**config.mk**
```make
export PLATFORM = sky130hd
export DESIGN_NAME = multicycle_ctrl_flat
export DESIGN_NICKNAME = d
export VERILOG_FILES = /design/src/rtl/multicycle_ctrl_if.sv /design/src/rtl/multicycle_ctrl.sv /design/src/flat_wrapper.sv
export SDC_FILE = /design/constraint.sdc
export NUM_CORES = 1
export LEC_CHECK = 0
export CAP_MARGIN = 20
export CELL_PAD_IN_SITES_DETAIL_PLACEMENT = 1
export CELL_PAD_IN_SITES_GLOBAL_PLACEMENT = 1
export CORE_ASPECT_RATIO = 1.75
export CORE_MARGIN = 2
export CORE_UTILIZATION = 38
export DETAILED_ROUTE_END_ITERATION = 16
export GPL_ROUTABILITY_DRIVEN = 0
export PLACE_DENSITY_LB_ADDON = 0.1
export SLEW_MARGIN = 10
export SYNTH_ARGS = -nofsm -noshare
export SYNTH_HDL_FRONTEND = slang
export SYNTH_SLANG_ARGS = --single-unit
```
**constraint.sdc**
```tcl
create_clock -name clk -period 4.4 [get_ports clk]
set_input_delay 0.88 -clock clk [delete_from_list [all_inputs] [get_ports clk]]
set_output_delay 0.88 -clock clk [all_outputs]
set_load 0.01 [all_outputs]
```
**src/rtl/multicycle_ctrl_if.sv**
```systemverilog
// Controller bundle: decoder/memory inputs and datapath strobes.
//   master : the controller (consumes decode/ack, drives requests and strobes)
//   slave  : the datapath/memory side
interface multicycle_ctrl_if;
  logic [6:0] op_code;
  logic [2:0] funt3;
  logic       br_taken;
  logic       im_ack;
  logic       dm_ack;
  logic       im_req;
  logic       dm_req;
  logic       dm_we;
  logic       ir_we;
  logic       rf_we;
  logic       pc_we;
  logic       pc_sel;
  logic [1:0] wb_sel;

  modport master (
    input  op_code, funt3, br_taken, im_ack, dm_ack,
    output im_req, dm_req, dm_we, ir_we, rf_we, pc_we, pc_sel, wb_sel
  );

  modport slave (
    output op_code, funt3, br_taken, im_ack, dm_ack,
    input  im_req, dm_req, dm_we, ir_we, rf_we, pc_we, pc_sel, wb_sel
  );
endinterface

```
**src/rtl/multicycle_ctrl.sv**
```systemverilog
// Multicycle RV32I-style control FSM: IF -> ID -> EX -> (MEM) -> (WB) -> IF,
// with a terminal TRAP state for illegal opcodes and a retired-instruction count.
//   clk, rst : clock, asynchronous active-low reset
//   bus      : decoder/ack inputs and datapath/memory strobes (combinational
//              decode of the current state and inputs)
//   state    : current FSM state (IF=0 .. TRAP=5)
//   illegal  : sticky illegal-instruction flag
//   instret  : retired-instruction counter, wraps at 2^DATA_SIZE
module multicycle_ctrl #(
  parameter int unsigned DATA_SIZE = 32
) (
  input  logic                 clk,
  input  logic                 rst,
  multicycle_ctrl_if.master    bus,
  output logic [2:0]           state,
  output logic                 illegal,
  output logic [DATA_SIZE-1:0] instret
);

  typedef enum logic [2:0] {
    S_IF   = 3'd0,
    S_ID   = 3'd1,
    S_EX   = 3'd2,
    S_MEM  = 3'd3,
    S_WB   = 3'd4,
    S_TRAP = 3'd5
  } state_e;

  localparam logic [6:0] OP_R      = 7'b0110011;
  localparam logic [6:0] OP_IALU   = 7'b0010011;
  localparam logic [6:0] OP_LOAD   = 7'b0000011;
  localparam logic [6:0] OP_STORE  = 7'b0100011;
  localparam logic [6:0] OP_BRANCH = 7'b1100011;
  localparam logic [6:0] OP_JAL    = 7'b1101111;
  localparam logic [6:0] OP_JALR   = 7'b1100111;
  localparam logic [6:0] OP_LUI    = 7'b0110111;
  localparam logic [6:0] OP_AUIPC  = 7'b0010111;

  state_e               state_q, state_d;
  logic                 illegal_q, illegal_d;
  logic [DATA_SIZE-1:0] instret_q, instret_d;

  logic       legal;
  logic       retire;
  logic       im_req, dm_req, dm_we, ir_we, rf_we, pc_we, pc_sel;
  logic [1:0] wb_sel;

  // Opcode legality; JALR additionally requires funct3 == 000.
  always_comb begin
    legal = 1'b0;
    case (bus.op_code)
      OP_R, OP_IALU, OP_LOAD, OP_STORE, OP_BRANCH,
      OP_JAL, OP_LUI, OP_AUIPC: legal = 1'b1;
      OP_JALR:                  legal = (bus.funt3 == 3'b000);
      default:                  legal = 1'b0;
    endcase
  end

  // Next-state, strobes and retirement.
  always_comb begin
    state_d   = state_q;
    illegal_d = illegal_q;
    instret_d = instret_q;
    retire    = 1'b0;
    im_req    = 1'b0;
    dm_req    = 1'b0;
    dm_we     = 1'b0;
    ir_we     = 1'b0;
    rf_we     = 1'b0;
    pc_we     = 1'b0;
    pc_sel    = 1'b0;
    wb_sel    = 2'd0;

    case (state_q)
      S_IF: begin
        im_req = 1'b1;
        if (bus.im_ack) begin
          ir_we   = 1'b1;
          state_d = S_ID;
        end
      end
      S_ID: begin
        if (legal) begin
          state_d = S_EX;
        end else begin
          state_d   = S_TRAP;
          illegal_d = 1'b1;
        end
      end
      S_EX: begin
        if (bus.op_code == OP_BRANCH) begin
          pc_we   = 1'b1;
          pc_sel  = bus.br_taken;
          retire  = 1'b1;
          state_d = S_IF;
        end else if (bus.op_code == OP_LOAD || bus.op_code == OP_STORE) begin
          state_d = S_MEM;
        end else begin
          state_d = S_WB;
        end
      end
      S_MEM: begin
        dm_req = 1'b1;
        dm_we  = (bus.op_code == OP_STORE);
        if (bus.dm_ack) begin
          if (bus.op_code == OP_STORE) begin
            pc_we   = 1'b1;
            retire  = 1'b1;
            state_d = S_IF;
          end else begin
            state_d = S_WB;
          end
        end
      end
      S_WB: begin
        rf_we   = 1'b1;
        pc_we   = 1'b1;
        pc_sel  = (bus.op_code == OP_JAL || bus.op_code == OP_JALR);
        retire  = 1'b1;
        state_d = S_IF;
        case (bus.op_code)
          OP_LOAD:         wb_sel = 2'd1;
          OP_JAL, OP_JALR: wb_sel = 2'd2;
          OP_LUI:          wb_sel = 2'd3;
          default:         wb_sel = 2'd0;
        endcase
      end
      S_TRAP: state_d = S_TRAP;
      default: state_d = S_IF;
    endcase

    if (retire) instret_d = instret_q + DATA_SIZE'(1);

    // Reset is asynchronous, so strobes must be silenced combinationally too.
    if (!rst) begin
      im_req = 1'b0;
      dm_req = 1'b0;
      dm_we  = 1'b0;
      ir_we  = 1'b0;
      rf_we  = 1'b0;
      pc_we  = 1'b0;
      pc_sel = 1'b0;
      wb_sel = 2'd0;
    end
  end

  // State, sticky flag and counter registers.
  always_ff @(posedge clk or negedge rst) begin
    if (!rst) begin
      state_q   <= S_IF;
      illegal_q <= 1'b0;
      instret_q <= '0;
    end else begin
      state_q   <= state_d;
      illegal_q <= illegal_d;
      instret_q <= instret_d;
    end
  end

  assign bus.im_req = im_req;
  assign bus.dm_req = dm_req;
  assign bus.dm_we  = dm_we;
  assign bus.ir_we  = ir_we;
  assign bus.rf_we  = rf_we;
  assign bus.pc_we  = pc_we;
  assign bus.pc_sel = pc_sel;
  assign bus.wb_sel = wb_sel;
  assign state      = state_q;
  assign illegal    = illegal_q;
  assign instret    = instret_q;

endmodule
```
**src/flat_wrapper.sv**
```systemverilog
// flat-port wrapper written by rule: the top's interface ports become plain ports
module multicycle_ctrl_flat 
#(
  parameter int unsigned DATA_SIZE = 32
)
  (clk, rst, state, illegal, instret, bus_op_code, bus_funt3, bus_br_taken, bus_im_ack, bus_dm_ack, bus_im_req, bus_dm_req, bus_dm_we, bus_ir_we, bus_rf_we, bus_pc_we, bus_pc_sel, bus_wb_sel);
  multicycle_ctrl_if bus_i ();
  input  logic clk;
  input  logic rst;
  output logic [2:0] state;
  output logic illegal;
  output logic [DATA_SIZE-1:0] instret;
  input wire logic [$bits(bus_i.op_code)-1:0] bus_op_code;
  input wire logic [$bits(bus_i.funt3)-1:0] bus_funt3;
  input wire logic [$bits(bus_i.br_taken)-1:0] bus_br_taken;
  input wire logic [$bits(bus_i.im_ack)-1:0] bus_im_ack;
  input wire logic [$bits(bus_i.dm_ack)-1:0] bus_dm_ack;
  output wire logic [$bits(bus_i.im_req)-1:0] bus_im_req;
  output wire logic [$bits(bus_i.dm_req)-1:0] bus_dm_req;
  output wire logic [$bits(bus_i.dm_we)-1:0] bus_dm_we;
  output wire logic [$bits(bus_i.ir_we)-1:0] bus_ir_we;
  output wire logic [$bits(bus_i.rf_we)-1:0] bus_rf_we;
  output wire logic [$bits(bus_i.pc_we)-1:0] bus_pc_we;
  output wire logic [$bits(bus_i.pc_sel)-1:0] bus_pc_sel;
  output wire logic [$bits(bus_i.wb_sel)-1:0] bus_wb_sel;
  assign bus_i.op_code = bus_op_code;
  assign bus_i.funt3 = bus_funt3;
  assign bus_i.br_taken = bus_br_taken;
  assign bus_i.im_ack = bus_im_ack;
  assign bus_i.dm_ack = bus_dm_ack;
  assign bus_im_req = bus_i.im_req;
  assign bus_dm_req = bus_i.dm_req;
  assign bus_dm_we = bus_i.dm_we;
  assign bus_ir_we = bus_i.ir_we;
  assign bus_rf_we = bus_i.rf_we;
  assign bus_pc_we = bus_i.pc_we;
  assign bus_pc_sel = bus_i.pc_sel;
  assign bus_wb_sel = bus_i.wb_sel;
  multicycle_ctrl #(.DATA_SIZE(DATA_SIZE)) u_core (.clk(clk), .rst(rst), .bus(bus_i), .state(state), .illegal(illegal), .instret(instret));
endmodule
```
[Yosys cells after proc, flatten, opt, wreduce, memory -nomap -nowiden]
Cells that the tools add are included.
Word-level totals
  bits in latches: 0
  input bits: 15
  ROM bits: 0
  output and inout port bits: 45
  memories kept: 0
  memory bits (writable): 0
  register bits after elaboration: 36
Cells by class
  multiply operators: 0
  bitwise gates (word level): 1
  reduce and logical (&&, ||, !) cells: 8
  $lt $le $gt $ge: 0
  shift operators: 0
  add/sub/neg operators: 1
  div/mod/pow operators: 0
  muxes and demuxes: 30
  eq/ne operators: 16
Operator list (number)
  adder 32 x 1 -> 32 bit, second input constant: 1
  == test 7 x 6 -> 1 bit, second input constant: 3
  == test 7 bit, second input constant: 3
  two-way mux 3 bit: 6
  two-way mux 1 bit: 17
  one-hot mux 3 bit (5 select lines): 1
  == test 7 x 5 -> 1 bit, second input constant: 2
  OR reduction 8 bit: 1
  == test 7 x 2 -> 1 bit, second input constant: 1
  == test 3 x 2 -> 1 bit, second input constant: 2
  == test 3 bit, second input constant: 2
  logical NOT 3 bit: 2
  one-hot mux 2 bit (3 select lines): 1
  two-way mux 2 bit: 2
  != test 2 bit, second input constant: 2
  one-hot mux 1 bit (2 select lines): 2
  AND reduction 2 bit: 2
  == test 3 x 1 -> 1 bit, second input constant: 1
  one-hot mux 1 bit (3 select lines): 1
  logical OR 1 bit: 2
  OR reduction 2 bit: 1
  inverter 1 bit: 1

[Depth between registers and ports, before layout]
  word-level depth: 5
  gate-level depth with buffers: 7

[Least setup slack after synthesis]
No wires, ideal clock.
  kind: input-to-output
  from: input port bus_op_code[4]
  to: output port bus_pc_we
  arrival: 1.981 ns
  setup slack: 1.539 ns
  cell stages on the path: 6
  cells stage by stage: buf_2 nor3b_2 nand3_1 o22a_2 buf_2 nor2b_1
On the way
  cells in the longest elaborated chain, start to end: 5
  elaborated cells on any way between the ends: 7
  classes of those cells: eq/ne (2); mux (5)
Ends and longest elaborated chain
  start: declaration: RTL line flat_wrapper.sv:13  | input wire logic [$bits(bus_i.op_code)-1:0] bus_op_code;
  == test 7 x 6 -> 1 bit: RTL line multicycle_ctrl.sv:106  | if (bus.op_code == OP_STORE) begin
  two-way mux 1 bit: RTL line multicycle_ctrl.sv:106
  two-way mux 1 bit: RTL line multicycle_ctrl.sv:105  | if (bus.dm_ack) begin
  one-hot mux 1 bit (3 select lines) (*): RTL line multicycle_ctrl.sv:74  | case (state_q)
  two-way mux 1 bit (*): RTL line multicycle_ctrl.sv:135  | if (!rst) begin
  end: declaration: RTL line flat_wrapper.sv:23  | output wire logic [$bits(bus_i.pc_we)-1:0] bus_pc_we;
Mark *: on every way between the ends. The rest lies on a longest branch, timed or not.

[Final worst setup path]
  from: input port bus_op_code[2]
  to: output port bus_wb_sel[1]
On the way
  cells in the longest elaborated chain, start to end: 5
  elaborated cells on any way between the ends: 8
  classes of those cells: eq/ne (4); mux (3); reduce/logical (1)
Ends and longest elaborated chain
  == test 7 bit: RTL line multicycle_ctrl.sv:121  | case (bus.op_code)
  OR reduction 2 bit: RTL line multicycle_ctrl.sv:121
  one-hot mux 2 bit (3 select lines) (*): RTL line multicycle_ctrl.sv:121
  two-way mux 2 bit (*): RTL line multicycle_ctrl.sv:74
  two-way mux 2 bit (*): RTL line multicycle_ctrl.sv:135
  end: declaration: RTL line flat_wrapper.sv:25  | output wire logic [$bits(bus_i.wb_sel)-1:0] bus_wb_sel;
Marked as above.

==> results by group <==
Placement
  • I/O Buffers: between 50 and 60
  • DP HPWL: 4260 µm

Timing
  • TNS Setup: 0 ns
  • Max-slew violation count: 0
  • Final hold violations: 0
  • Slew margin rel.: 0.667
  • Final setup violation count: 0
  • FMAX: around 270 MHz
  • Tcrit/Tclk final: 0.840
  • Slew at the pin with the worst max-slew slack: around 0.5 ns
  • Unrepaired setup endpoints after global routing: no
  • Clock period minus worst slack: roughly 3.7 ns
  • Smallest hold slack: 0.467 ns
  • Clock Skew: 0.00580 ns

Clock tree
  • CTS Sinks: 36
  • Hold buffer count at CTS: 0
  • CTS tree: done
  • CTS H-tree depth: 2
  • Clock Latency Late Sink: about 0.28 ns
  • CTS max path bufs: 2
  • Setup bufs post-CTS: 0
  • Resize count post-CTS: 0
  • Clock-pin transition on the worst setup and hold timing paths: ~0.070 ns
  • Root Driver: clkbuf_8
  • TritonCTS Buffers: 5

Power
  • Worst vdd ir: ~0.32 mV
  • Pwr/cell area: roughly 340 mW/mm²
  • Pleak: ~1.2 nW

Logic synthesis
  • Number of synthesized register bits: 36
  • Register area share after synthesis: 0.446
  • Synth cell types: 42
  • Syn avg cell area: between 9 and 10 µm²
  • Synth warn: 0
  • Post-Syn Nets: around 230
  • Post-Syn Area: 0.00202 mm²
  • Post-synth ARST share: 1.00
  • Ys flop type: dfrtp_1
  • Post-Synthesis Cells: roughly 210
  • EDFF count, synth: 0

Routing
  • Vias/cell: ~5.6
  • Residual DRC: 0
  • Wire per inst: 17.0 µm
  • Pre-antenna DRT Iters: 4
  • Final WL: 5580 µm
  • Final ANT Viol Nets: 0
  • Iter 0 DRT Violations: between 50 and 60
  • Vias post-DR: 1852

Worst setup path
  • Critical path endpoint category: output port
  • R2R Setup Slk: between 2 and 2.5 ns
  • CP Depth: 6
  • CP most frequent cell: clkdlybuf4s50_1
  • Family with the most delay on the worst path: buffers and inverters
  • Max incr delay on CP: between 0.6 and 0.7 ns
  • Worst R2R End: u_core.instret[13]
  • Worst path slowest cell: clkdlybuf4s50_1
  • Ordered cell list for the critical path: clkdlybuf4s50_1 > and4b_1 > nor2b_1 > a41oi_1 > nor3_1 > clkdlybuf4s50_1
  • Worst r2r src: u_core.state[2]
  • Required time worst endpoint: roughly 3.5 ns
  • Crit path kind: in2out
  • CP Buf/Inv Count: 2
  • Reg2Reg Depth: 6
  • Worst setup SP type: input port
  • CP arrival: ~2.8 ns
  • Worst-path maximum fanout: 9

Flow run
  • MaxCap Viol Count: 0

Finish
  • Ant. Diodes: 0
  • Area Growth Syn to Fin: 35.2%
  • Fraction of layout cells with a size suffix above 1: 0.0586
  • Nets: approximately 290

Floorplan
  • Die X: just under 60 µm
  • Die Y: 100 µm
  • Core Area: 0.00521 mm²
  • Initial Util: 0.388
  • Row count: 35
  • Die footprint: ~0.0059 mm²
  • I/O pins: 60

Worst hold path
  • HP Class: in2async

Global routing
  • Number of global-route vias before repair: approximately 1800
  • Largest net degree at the start of global routing: 33
  • Total Routing Usage GR: 0.199
  • First-pass GRT wire length: 9010 µm
  • Initial antenna violation count: 0
  • GR Overflow Total: 0

Outcome
  • Status: finished clean
[metal layers]
metal	wire, µm	GRT usage	share of wire	vias up
met3	165	0.0270	0.030	6
met4	77	0.0769	0.014	0
met2	3260	0.371	0.58	36
met5	0	0	0	-
met1	2080	0.218	0.37	926
li1	-	-	-	884
[cells in the mapped netlist (2+ instances only)]
cell      number  area [µm²]
nor3_1        20         100
nand2_1       19        71.3
xnor2_1        2        17.5
and3_1         4        25.0
nor4b_1        4        35.0
xor2_1        29         254
nor4_1         7        43.8
nand3_1       15        75.1
nor2b_1        4        25.0
clkbuf_1       3        11.3
inv_1          4        15.0
nor2_1        12        45.0
and4_1         2        17.5
nand4_1       10        62.6
or3_1          2        12.5
a21oi_1        5        25.0
a41oi_1        2        17.5
buf_2          5        25.0
nor3b_1        2        15.0
dfrtp_1       36         901
nand2b_1       5        31.3
[worst max-delay path by stage]
stage,start,endpoint,slack (ns)
3_3_place_gp,bus_op_code[2],bus_wb_sel[1],0.70
6_report,bus_op_code[2],bus_wb_sel[1],0.71
2_1_floorplan,bus_op_code[4],bus_pc_we,1.54
4_1_cts,bus_op_code[2],bus_wb_sel[1],0.69
5_1_grt,bus_op_code[2],bus_wb_sel[1],0.51
3_5_place_dp,bus_op_code[2],bus_wb_sel[1],0.70
[per-stage QoR]
step	instance area (µm²)	setup WS, ns	cells	utilization	power (mW)
after floorplan	2020	1.54	213	-	0.567
after global placement	2640	0.695	320	0.507	0.693
after detailed placement	2640	0.702	320	0.507	0.698
after CTS	2730	0.695	328	0.524	0.947
after global routing	2730	0.513	328	0.524	0.984
final	2730	0.705	328	0.524	0.933
[where the power goes]
group          internal (mW)  switching (mW)
logic                  0.130           0.138
registers              0.362          0.0575
clock network          0.128           0.117
total                  0.620           0.312
[layout make-up]
type / instances / area [µm²]
multi-input cells: 164 / 1060
clock buffers: 8 / 90.1
flip-flops and latches: 36 / 901
well taps: 55 / 68.8
fillers: 621 / 2480
inverters: 4 / 15.0
repair buffers: 61 / 601
[cell usage in the layout, fill, tap and decap left out, drive strengths merged, types with 3 or more instances in the layout]
| cell | Yosys | layout |
|---|---|---|
| inv | 4 | 4 |
| nand2 | 19 | 19 |
| nor4b | 5 | 5 |
| nand3 | 15 | 15 |
| nand4 | 10 | 10 |
| xor2 | 29 | 29 |
| nor2b | 4 | 4 |
| buf | 6 | 3 |
| a21oi | 5 | 5 |
| nor4 | 8 | 8 |
| nand2b | 5 | 5 |
| nor3 | 20 | 20 |
| nor2 | 12 | 12 |
| dfrtp | 36 | 36 |
| nor3b | 3 | 3 |
| clkdlybuf4s50 | 0 | 58 |
| and3 | 4 | 4 |
| clkbuf | 3 | 8 |
[state kept, by name, indices dropped and copies added, names as in the netlist]
register,count
u_core.state,3
u_core.illegal,1
u_core.instret,32
[kinds of logic (layout without fill, tap and decap cells)]
| kind of cell | Yosys count | count (layout) | synth area share |
|---|---|---|---|
| and+or+nand+nor | 115 | 115 | 0.320 |
| DFF | 36 | 36 | 0.446 |
| xor gates and xnor gates | 31 | 31 | 0.134 |
| AOI/OAI and AO/OA | 15 | 15 | 0.0526 |
| buffers and inverters | 13 | 73 | 0.0310 |
| adders and majority gates | 2 | 2 | 0.0111 |
| muxes | 1 | 1 | 0.00557 |
Power figures use the tool's default switching activity.
